File: src/rtl/eff_flanger_ctrl.sv
// eff_flanger_ctrl: per-sample control scheduler for the flanger effect.
// On each vld_i strobe it steps a triangle LFO that sets the delay tap, and
// it runs a wet-mix fade-in/fade-out sequence whenever en changes level.
//
// Ports:
//   clk       system clock
//   rst       synchronous active-high reset
//   en        effect enable request (level, sampled only on vld_i)
//   vld_i     one-cycle sample strobe; all state advances only on this
//   rate      LFO step, unsigned 0.16 fixed point (samples per sample)
//   depth     sweep amplitude in whole samples
//   delay_o   delay tap = MIN_DELAY + int(pos), saturating
//   mix_o     wet-mix gain
//   upd_o     one-cycle pulse the cycle after each vld_i
//   active_o  high whenever the FSM is not IDLE
//
// state    | meaning
// IDLE     | effect off, mix 0, LFO parked at 0 going up
// FADE_IN  | mix ramping up by FADE_STEP per sample
// RUN      | mix held at MIX_MAX
// FADE_OUT | mix ramping down by FADE_STEP per sample

module eff_flanger_ctrl #(
  parameter int DELAY_WIDTH = 10,
  parameter int MIX_WIDTH   = 8,
  parameter int MIN_DELAY   = 16,
  parameter int FADE_STEP   = 8
) (
  input  logic                   clk,
  input  logic                   rst,
  input  logic                   en,
  input  logic                   vld_i,
  input  logic [15:0]            rate,
  input  logic [DELAY_WIDTH-1:0] depth,
  output logic [DELAY_WIDTH-1:0] delay_o,
  output logic [MIX_WIDTH-1:0]   mix_o,
  output logic                   upd_o,
  output logic                   active_o
);

  localparam int PW = DELAY_WIDTH + 16;
  localparam logic [MIX_WIDTH-1:0]   MIX_MAX = '1;
  localparam logic [DELAY_WIDTH:0]   DLY_MAX = {1'b0, {DELAY_WIDTH{1'b1}}};
  localparam logic [DELAY_WIDTH-1:0] MIN_D   = DELAY_WIDTH'(MIN_DELAY);

  typedef enum logic [1:0] {IDLE, FADE_IN, RUN, FADE_OUT} state_t;

  state_t                 state_q, state_d;
  logic [PW-1:0]          pos_q, pos_d;
  logic                   dir_q, dir_d;      // 1 = sweeping down
  logic [MIX_WIDTH-1:0]   mix_q, mix_d;
  logic [DELAY_WIDTH-1:0] delay_q, delay_d;
  logic                   upd_q, active_q;

  // Saturating mix step helpers; 32-bit math so FADE_STEP may exceed MIX_MAX.
  logic [31:0]          mix_up32;
  logic [MIX_WIDTH-1:0] mix_inc, mix_dec;

  assign mix_up32 = 32'(mix_q) + 32'(FADE_STEP);
  assign mix_inc  = (mix_up32 >= 32'(MIX_MAX)) ? MIX_MAX : mix_up32[MIX_WIDTH-1:0];
  // The subtraction branch is only taken when mix_q > FADE_STEP, so the
  // truncated step is exact there.
  assign mix_dec  = (32'(mix_q) <= 32'(FADE_STEP)) ? '0
                                                   : mix_q - MIX_WIDTH'(FADE_STEP);

  // Next mix/state for one sample. Every state follows the same rule: en
  // steps the mix up, !en steps it down, and the new mix decides where we land.
  always_comb begin
    state_d = state_q;
    mix_d   = mix_q;
    case (state_q)
      IDLE:     mix_d = en ? mix_inc : '0;
      FADE_IN:  mix_d = en ? mix_inc : mix_dec;
      RUN:      mix_d = en ? MIX_MAX : mix_dec;
      FADE_OUT: mix_d = en ? mix_inc : mix_dec;
      default:  mix_d = '0;
    endcase
    if (mix_d == MIX_MAX)  state_d = RUN;
    else if (mix_d == '0)  state_d = IDLE;
    else if (en)           state_d = FADE_IN;
    else                   state_d = FADE_OUT;
  end

  // Triangle LFO, DELAY_WIDTH.16 fixed point. Turnarounds land exactly on
  // the limit. Keyed off the next state so the entry sample already moves
  // and the exit sample parks at 0.
  logic [PW:0]          p_up;
  logic [DELAY_WIDTH:0] p_int;
  logic [PW-1:0]        depth_fx, rate_fx;

  assign p_up     = (PW+1)'(pos_q) + (PW+1)'(rate);
  assign p_int    = p_up[PW:16];
  assign depth_fx = {depth, 16'h0000};
  assign rate_fx  = PW'(rate);

  always_comb begin
    pos_d = pos_q;
    dir_d = dir_q;
    if (state_d == IDLE) begin
      pos_d = '0;
      dir_d = 1'b0;
    end else if (pos_q[PW-1:16] > depth) begin
      // depth was lowered under the current position
      pos_d = depth_fx;
      dir_d = 1'b1;
    end else if (!dir_q) begin
      if (p_int >= {1'b0, depth}) begin
        pos_d = depth_fx;
        dir_d = 1'b1;
      end else begin
        pos_d = p_up[PW-1:0];
      end
    end else begin
      if (pos_q <= rate_fx) begin
        pos_d = '0;
        dir_d = 1'b0;
      end else begin
        pos_d = pos_q - rate_fx;
      end
    end
  end

  logic [DELAY_WIDTH:0] dly_sum;
  assign dly_sum = (DELAY_WIDTH+1)'(MIN_DELAY) + {1'b0, pos_d[PW-1:16]};
  assign delay_d = (dly_sum > DLY_MAX) ? DLY_MAX[DELAY_WIDTH-1:0]
                                       : dly_sum[DELAY_WIDTH-1:0];

  always_ff @(posedge clk) begin
    if (rst) begin
      state_q  <= IDLE;
      pos_q    <= '0;
      dir_q    <= 1'b0;
      mix_q    <= '0;
      delay_q  <= MIN_D;
      upd_q    <= 1'b0;
      active_q <= 1'b0;
    end else begin
      upd_q <= vld_i;
      if (vld_i) begin
        state_q  <= state_d;
        pos_q    <= pos_d;
        dir_q    <= dir_d;
        mix_q    <= mix_d;
        delay_q  <= delay_d;
        active_q <= (state_d != IDLE);
      end
    end
  end

  assign delay_o  = delay_q;
  assign mix_o    = mix_q;
  assign upd_o    = upd_q;
  assign active_o = active_q;

endmodule

File: config.mk
export PLATFORM = sky130hd
export DESIGN_NAME = eff_flanger_ctrl
export DESIGN_NICKNAME = d
export VERILOG_FILES = /design/src/rtl/eff_flanger_ctrl.sv
export SDC_FILE = /design/constraint.sdc
export NUM_CORES = 1
export LEC_CHECK = 0
export ABC_AREA = 0
export ABC_CLOCK_PERIOD_IN_PS = 6700
export CAP_MARGIN = 30
export CELL_PAD_IN_SITES_DETAIL_PLACEMENT = 1
export CELL_PAD_IN_SITES_GLOBAL_PLACEMENT = 1
export CORE_UTILIZATION = 44
export DETAILED_ROUTE_END_ITERATION = 6
export PLACE_DENSITY_LB_ADDON = 0.1
export REMOVE_ABC_BUFFERS = 1
export SLEW_MARGIN = 20
export SYNTH_ARGS = -nofsm -noshare
export SYNTH_HDL_FRONTEND = slang
export SYNTH_SLANG_ARGS = --single-unit
export TNS_END_PERCENT = 1
File: constraint.sdc
create_clock -name clk -period 6.7 [get_ports clk]
set_input_delay 0.67 -clock clk [delete_from_list [all_inputs] [get_ports clk]]
set_output_delay 0.67 -clock clk [all_outputs]
set_load 0.05 [all_outputs]
---- Word level (Yosys, flattened, before mapping) ----
Cells that the tools add are included.
operators by class
  add/sub/neg operators ................... 5
  $mul .................................... 0
  divide/modulo/power cells ............... 0
  magnitude comparators ................... 6
  equality and inequality tests ........... 4
  shift operators ......................... 0
  muxes and demuxes ....................... 20
  bitwise operators ....................... 0
  reduce and logical (&&, ||, !) cells .... 5
operators with widths
  kind                                                                     number
  26-bit 2-to-1 mux                                                        5
  8-bit 2-to-1 mux                                                         5
  26-bit by 16-bit adder with 27-bit output                                1
  26-bit by 16-bit <= comparator with 1-bit output                         1
  26-bit by 16-bit subtractor with 26-bit output                           1
  8-bit one-hot mux with 3 select lines                                    1
  5-bit by 10-bit adder with 11-bit output (first input constant)          1
  11-bit by 10-bit >= comparator with 1-bit output                         1
  11-bit by 10-bit > comparator with 1-bit output (second input constant)  1
  10-bit > comparator                                                      1
  10-bit 2-to-1 mux                                                        1
  8-bit by 4-bit adder with 9-bit output (second input constant)           1
  9-bit by 8-bit >= comparator with 1-bit output (second input constant)   1
  8-bit equality test (second input constant)                              1
  8-bit by 4-bit <= comparator with 1-bit output (second input constant)   1
  8-bit zero test                                                          1
  8-bit by 4-bit subtractor with 8-bit output (second input constant)      1
  2-bit 2-to-1 mux                                                         3
  1-bit 2-to-1 mux                                                         5
  2-bit equality test (second input constant)                              2
  2-bit zero test                                                          2
  2-bit by 1-bit equality test with 1-bit output (second input constant)   1
  2-bit nonzero test                                                       1
  2-bit OR reduction                                                       1
storage, ports and cells
  bits in registers ....................... 49
  bits in latches ......................... 0
  memory bits (writable) .................. 0
  memory bits (read-only) ................. 0
  bits of input ports ..................... 30
  output and inout port bits .............. 20
  logic and storage cells ................. 47
  memories ................................ 0

---- Longest topological paths before layout ----
  depth after elaboration ................. 13
  depth in mapped cells ................... 26
  depth with buffers taken out ............ 24

---- Worst setup path before layout ----
No wires, ideal clock.
  path kind ............................... input port to flip-flop
  start point ............................. input port rate[10]
  end point ............................... register delay_q[0] (netlist: delay_o[0])
  library setup time ...................... 91 ps
  arrival ................................. 5906 ps
  data required time ...................... 6609 ps
  slack ................................... 703 ps
  stages .................................. 25
  buffers on the path ..................... 2
  cells stage by stage .................... inv_1 ha_1 buf_2 or3_2 nor4b_1 o21ai_1 a2111oi_0 o21ai_1 xnor2_1 ha_1 a211oi_1 o211ai_1 a21oi_1 nor2_1 a2111o_1 and2_4 buf_6 a221oi_1 nor2_1 ha_1 inv_1 xnor2_1 nor4_2 a41oi_2 a311oi_1
between the ends
  word-level cells in the longest chain between the ends .. 9
  elaborated cells on any way between the ends .. 12
  those cells by class .................... add/sub (3); order compare (3); mux (6)
ends and longest elaborated chain
  item                                               RTL line  RTL
  start, declared                                    33        input logic [15:0] rate,
  26-bit by 16-bit adder with 27-bit output          91        assign p_up = (PW+1)'(pos_q) + (PW+1)'(rate);
  11-bit by 10-bit >= comparator with 1-bit output   107       if (p_int >= {1'b0, depth}) begin
  26-bit 2-to-1 mux                                  107
  26-bit 2-to-1 mux *                                106       end else if (!dir_q) begin
  26-bit 2-to-1 mux *                                102       end else if (pos_q[PW-1:16] > depth) begin
  26-bit 2-to-1 mux *                                99        if (state_d == IDLE) begin
  net pos_d[20]                                      49        logic [PW-1:0] pos_q, pos_d;
  5-bit by 10-bit adder with 11-bit output *         124       assign dly_sum = (DELAY_WIDTH+1)'(MIN_DELAY) + {1'b0, pos_d[PW-1:16]};
  11-bit by 10-bit > comparator with 1-bit output *  125       assign delay_d = (dly_sum > DLY_MAX) ? DLY_MAX[DELAY_WIDTH-1:0]
  10-bit 2-to-1 mux *                                125
  end signal, assigned                               144       delay_q <= delay_d;
  end, declared                                      52        logic [DELAY_WIDTH-1:0] delay_q, delay_d;
The timed path passes the listed nets; every way through them passes the cells marked *.
A chain may end at the register's enable or synchronous reset.

---- Final worst setup path ----
  start point ............................. input port rate[11]
  end point ............................... register delay_q[2] (netlist: delay_o[2])
Same word-level chain as after synthesis.

==> results.toml <==
[run_status]
status = "finished clean"

[logic_synthesis]
postSynthAreaPerCell_um2 = 7.32
ys_ff_latch = 49
synth_area_um2 = 5480
synth_common_cells = "nor2_1 (87), ha_1 (57), inv_1 (56)"
synth_area_leaders = "dfxtp_1 (18%), ha_1 (13%), nor2_1 (6.0%)"
async_reset_ff_share_pct = 0
yosysTopAreaCell = "dfxtp_1"
synth_cell_types = 77
synth_edf_count = 0
yosys_warnings = 0
ys.flop_type = "dfxtp_1"
seq_area_frac_synth_pct = 17.9
synthCells = 749
synth_top_area_share_pct = 17.9
synth_most_common_cell = "nor2_1"

[global_route]
grt-ovfl-total = 0
grtUsageTotal_pct = 31.5
first_global_vias = 6324
antenna_found_initial = 0
grt_first_pass_wirelength_mm = 32.1
grt_max_degree = 27

[route]
drt_iter0_markers = 509
viasPerCell = 6.32
drc = 0
ant_nets = 0
routed_wl_mm = 19.7
num_vias = 6072
firstDrtPassIters = 4
wl_per_cell_um = 20.5

[timing]
max_freq_ghz = 0.157
slew_headroom_pct = 40.0
final_hold_viol_count = 0
fin_skew_ns = 0.0149
tightest_slew_ns = 0.894
setup_violations = 0
min_period_ns = 6.38
drv_slew = 0
setup_ws_ns = 0.317
fin_crit_sh_pct = 95.3

[power_and_ir_drop]
p_leak_uw = 0.00269
pwr-share-clk_pct = 36.8
p_switching_uw = 323
p_int_uw = 629
peakVddDrop_mv = 0.0900
p_seq_share_pct = 33.2
swShare_pct = 33.9
powerDensity_nw_per_um2 = 148
p_comb_share_pct = 29.9

[clocking]
clock-sinks = 49
htree_levels = 2
cts_hold_buf = 0
cts_buffers = 5
clockBufferDepth = 2
clkTransAtPathRegs_ns = 0.07
cts_tree = "built"
cts-root-buf = "clkbuf_16"
clock_latency_ns = 0.32

[placed_design]
place_hpwl_mm = 15.2
dp_cells = 949
place.gp.congestion = 0.978
dpl_worst_slack_ns = -0.172
port_buffers = 49

[critical_path]
critical_path_required_ns = 6.92
startpoint_type = "input port"
crit_path_end_kind = "register"
worstPathMaxFanout = 8
cp.buffers_inverters = 3
crit_type = "in2reg"
rr_worst_depth = 23
crit_top_cell = "ha_1"
cp_slowest_stage_delay_ns = 0.51
cp.depth = 25
path_delay_family = "compound AO/OA/AOI/OAI gates"
arrival_ns = 6.60
slowest_stage = "or3_2"

[min_path]
holdPathStages = 2
hold_path_class = "reg2reg"

[die]
num_rows = 40
initial_utilization_pct = 45.4
dieHeight_um = 114
design.die.area_um2 = 12900
ioPinCount = 50
core_area_um2 = 12100
die_w_um = 114

[final_layout]
finalNonFillerCells = 961
fillers = 1542
antenna_cells = 0
syn_to_final_growth_pct = 17.8
drive_above_1_share_pct = 7.94
nets = 881

[run]
maxCapViolations = 0
final timing paths:
check	endpoint	startpoint	slack (ns)
setup / recovery	delay_o[2]$_SDFFE_PP0P_	rate[11]	0.32
hold / removal	active_o$_SDFFE_PP0P_	active_o$_SDFFE_PP0P_	0.46
setup reg to reg	delay_o[2]$_SDFFE_PP0P_	pos_q[11]$_SDFFE_PP0P_	0.89
hold reg to reg	active_o$_SDFFE_PP0P_	active_o$_SDFFE_PP0P_	0.46
cell families after synthesis:
logic type	Yosys count	synth area share, %
xor gates and xnor gates	20	3.20
adders and majority gates	60	13.9
buffers and inverters	103	7.51
AOI/OAI and AO/OA	243	32.1
and+or+nand+nor	267	24.1
DFF	49	17.9
muxes	7	1.28
placed cells by master, fill, tap and decap left out, drive strengths merged, types with 10 or more instances in the layout:
| master | count |
|---|---|
| a211oi | 19 |
| a21oi | 54 |
| a221o | 12 |
| a32o | 12 |
| buf | 33 |
| clkdlybuf4s50 | 49 |
| dfxtp | 49 |
| ha | 57 |
| inv | 58 |
| nand2 | 55 |
| nand2b | 10 |
| nand3 | 18 |
| nand4 | 11 |
| nor2 | 87 |
| nor2b | 16 |
| nor3 | 16 |
| nor4 | 11 |
| o211ai | 12 |
| o21ai | 39 |
| o221ai | 13 |
| xnor2 | 13 |
registers in the layout, summed over array words and instances, names as in the netlist:
signal,flops
state_q,2
pos_q,26
delay_o,10
mix_o,8
upd_o,1
active_o,1
dir_q,1
power by group through the flow:
stage | Sequential, µW | Combinational [µW] | Clock, µW
after CTS | 316 | 282 | 357
after floorplan | 337 | 160 | 0
after global placement | 322 | 269 | 0
final | 316 | 285 | 351
after detailed placement | 323 | 280 | 0
after global routing | 318 | 313 | 368
timing repair:
item,in CTS,in global routing
endpoints found under the setup margin,0,8
buffers inserted,0,4
hold endpoints to repair,0,0
resized for setup,0,6
worst reg2reg max path, cell delays in order, from the launching register on:
cell       delay [ns]
dfxtp_1          0.34
ha_1             0.29
or3_2            0.51
nor4b_1          0.31
o21ai_1          0.17
a2111oi_2        0.41
o21ai_1          0.16
xnor2_2          0.26
ha_1             0.31
a211oi_1         0.27
o211ai_1         0.14
a21oi_2          0.14
nor2_1           0.06
a2111o_1         0.40
and2_4           0.18
a22oi_1          0.22
and2_1           0.19
nor2_1           0.08
ha_1             0.22
inv_1            0.13
xnor2_1          0.10
nor4_2           0.30
a41oi_2          0.22
a311oi_1         0.30
stage by stage:
step | TNS, ns | util (%) | hold slack, ns | total power [µW] | instance area [µm²]
floorplan | 0 | - | 0.442 | 497 | 5280
global placement | 0 | 51.4 | 0.444 | 591 | 6200
detailed placement | -0.769 | 51.4 | 0.461 | 603 | 6200
CTS | 0 | 53.0 | 0.472 | 955 | 6400
global route | -0.145 | 53.5 | 0.501 | 999 | 6460
finish | 0 | 53.5 | 0.464 | 952 | 6460
final cells by class:
| cell class | count | area (µm²) | area share, % |
|---|---|---|---|
| sequential | 49 | 981 | 15.2 |
| multi-input combinational | 597 | 4120 | 63.8 |
| clock buffer | 5 | 125 | 1.94 |
| clock inverter | 3 | 68.8 | 1.07 |
| timing repair buffer | 82 | 738 | 11.4 |
| tap | 168 | 210 | 3.26 |
| inverter | 57 | 214 | 3.31 |
layer usage:
metal / track usage, % / vias up / wire, µm
met4: 12.4 / 0 / 640
met2: 56.5 / 197 / 9780
li1: - / 2885 / -
met5: 0 / - / 0
met1: 37.7 / 2936 / 8270
met3: 4.57 / 54 / 1060
Note: power is estimated with default switching activity, not from simulation.
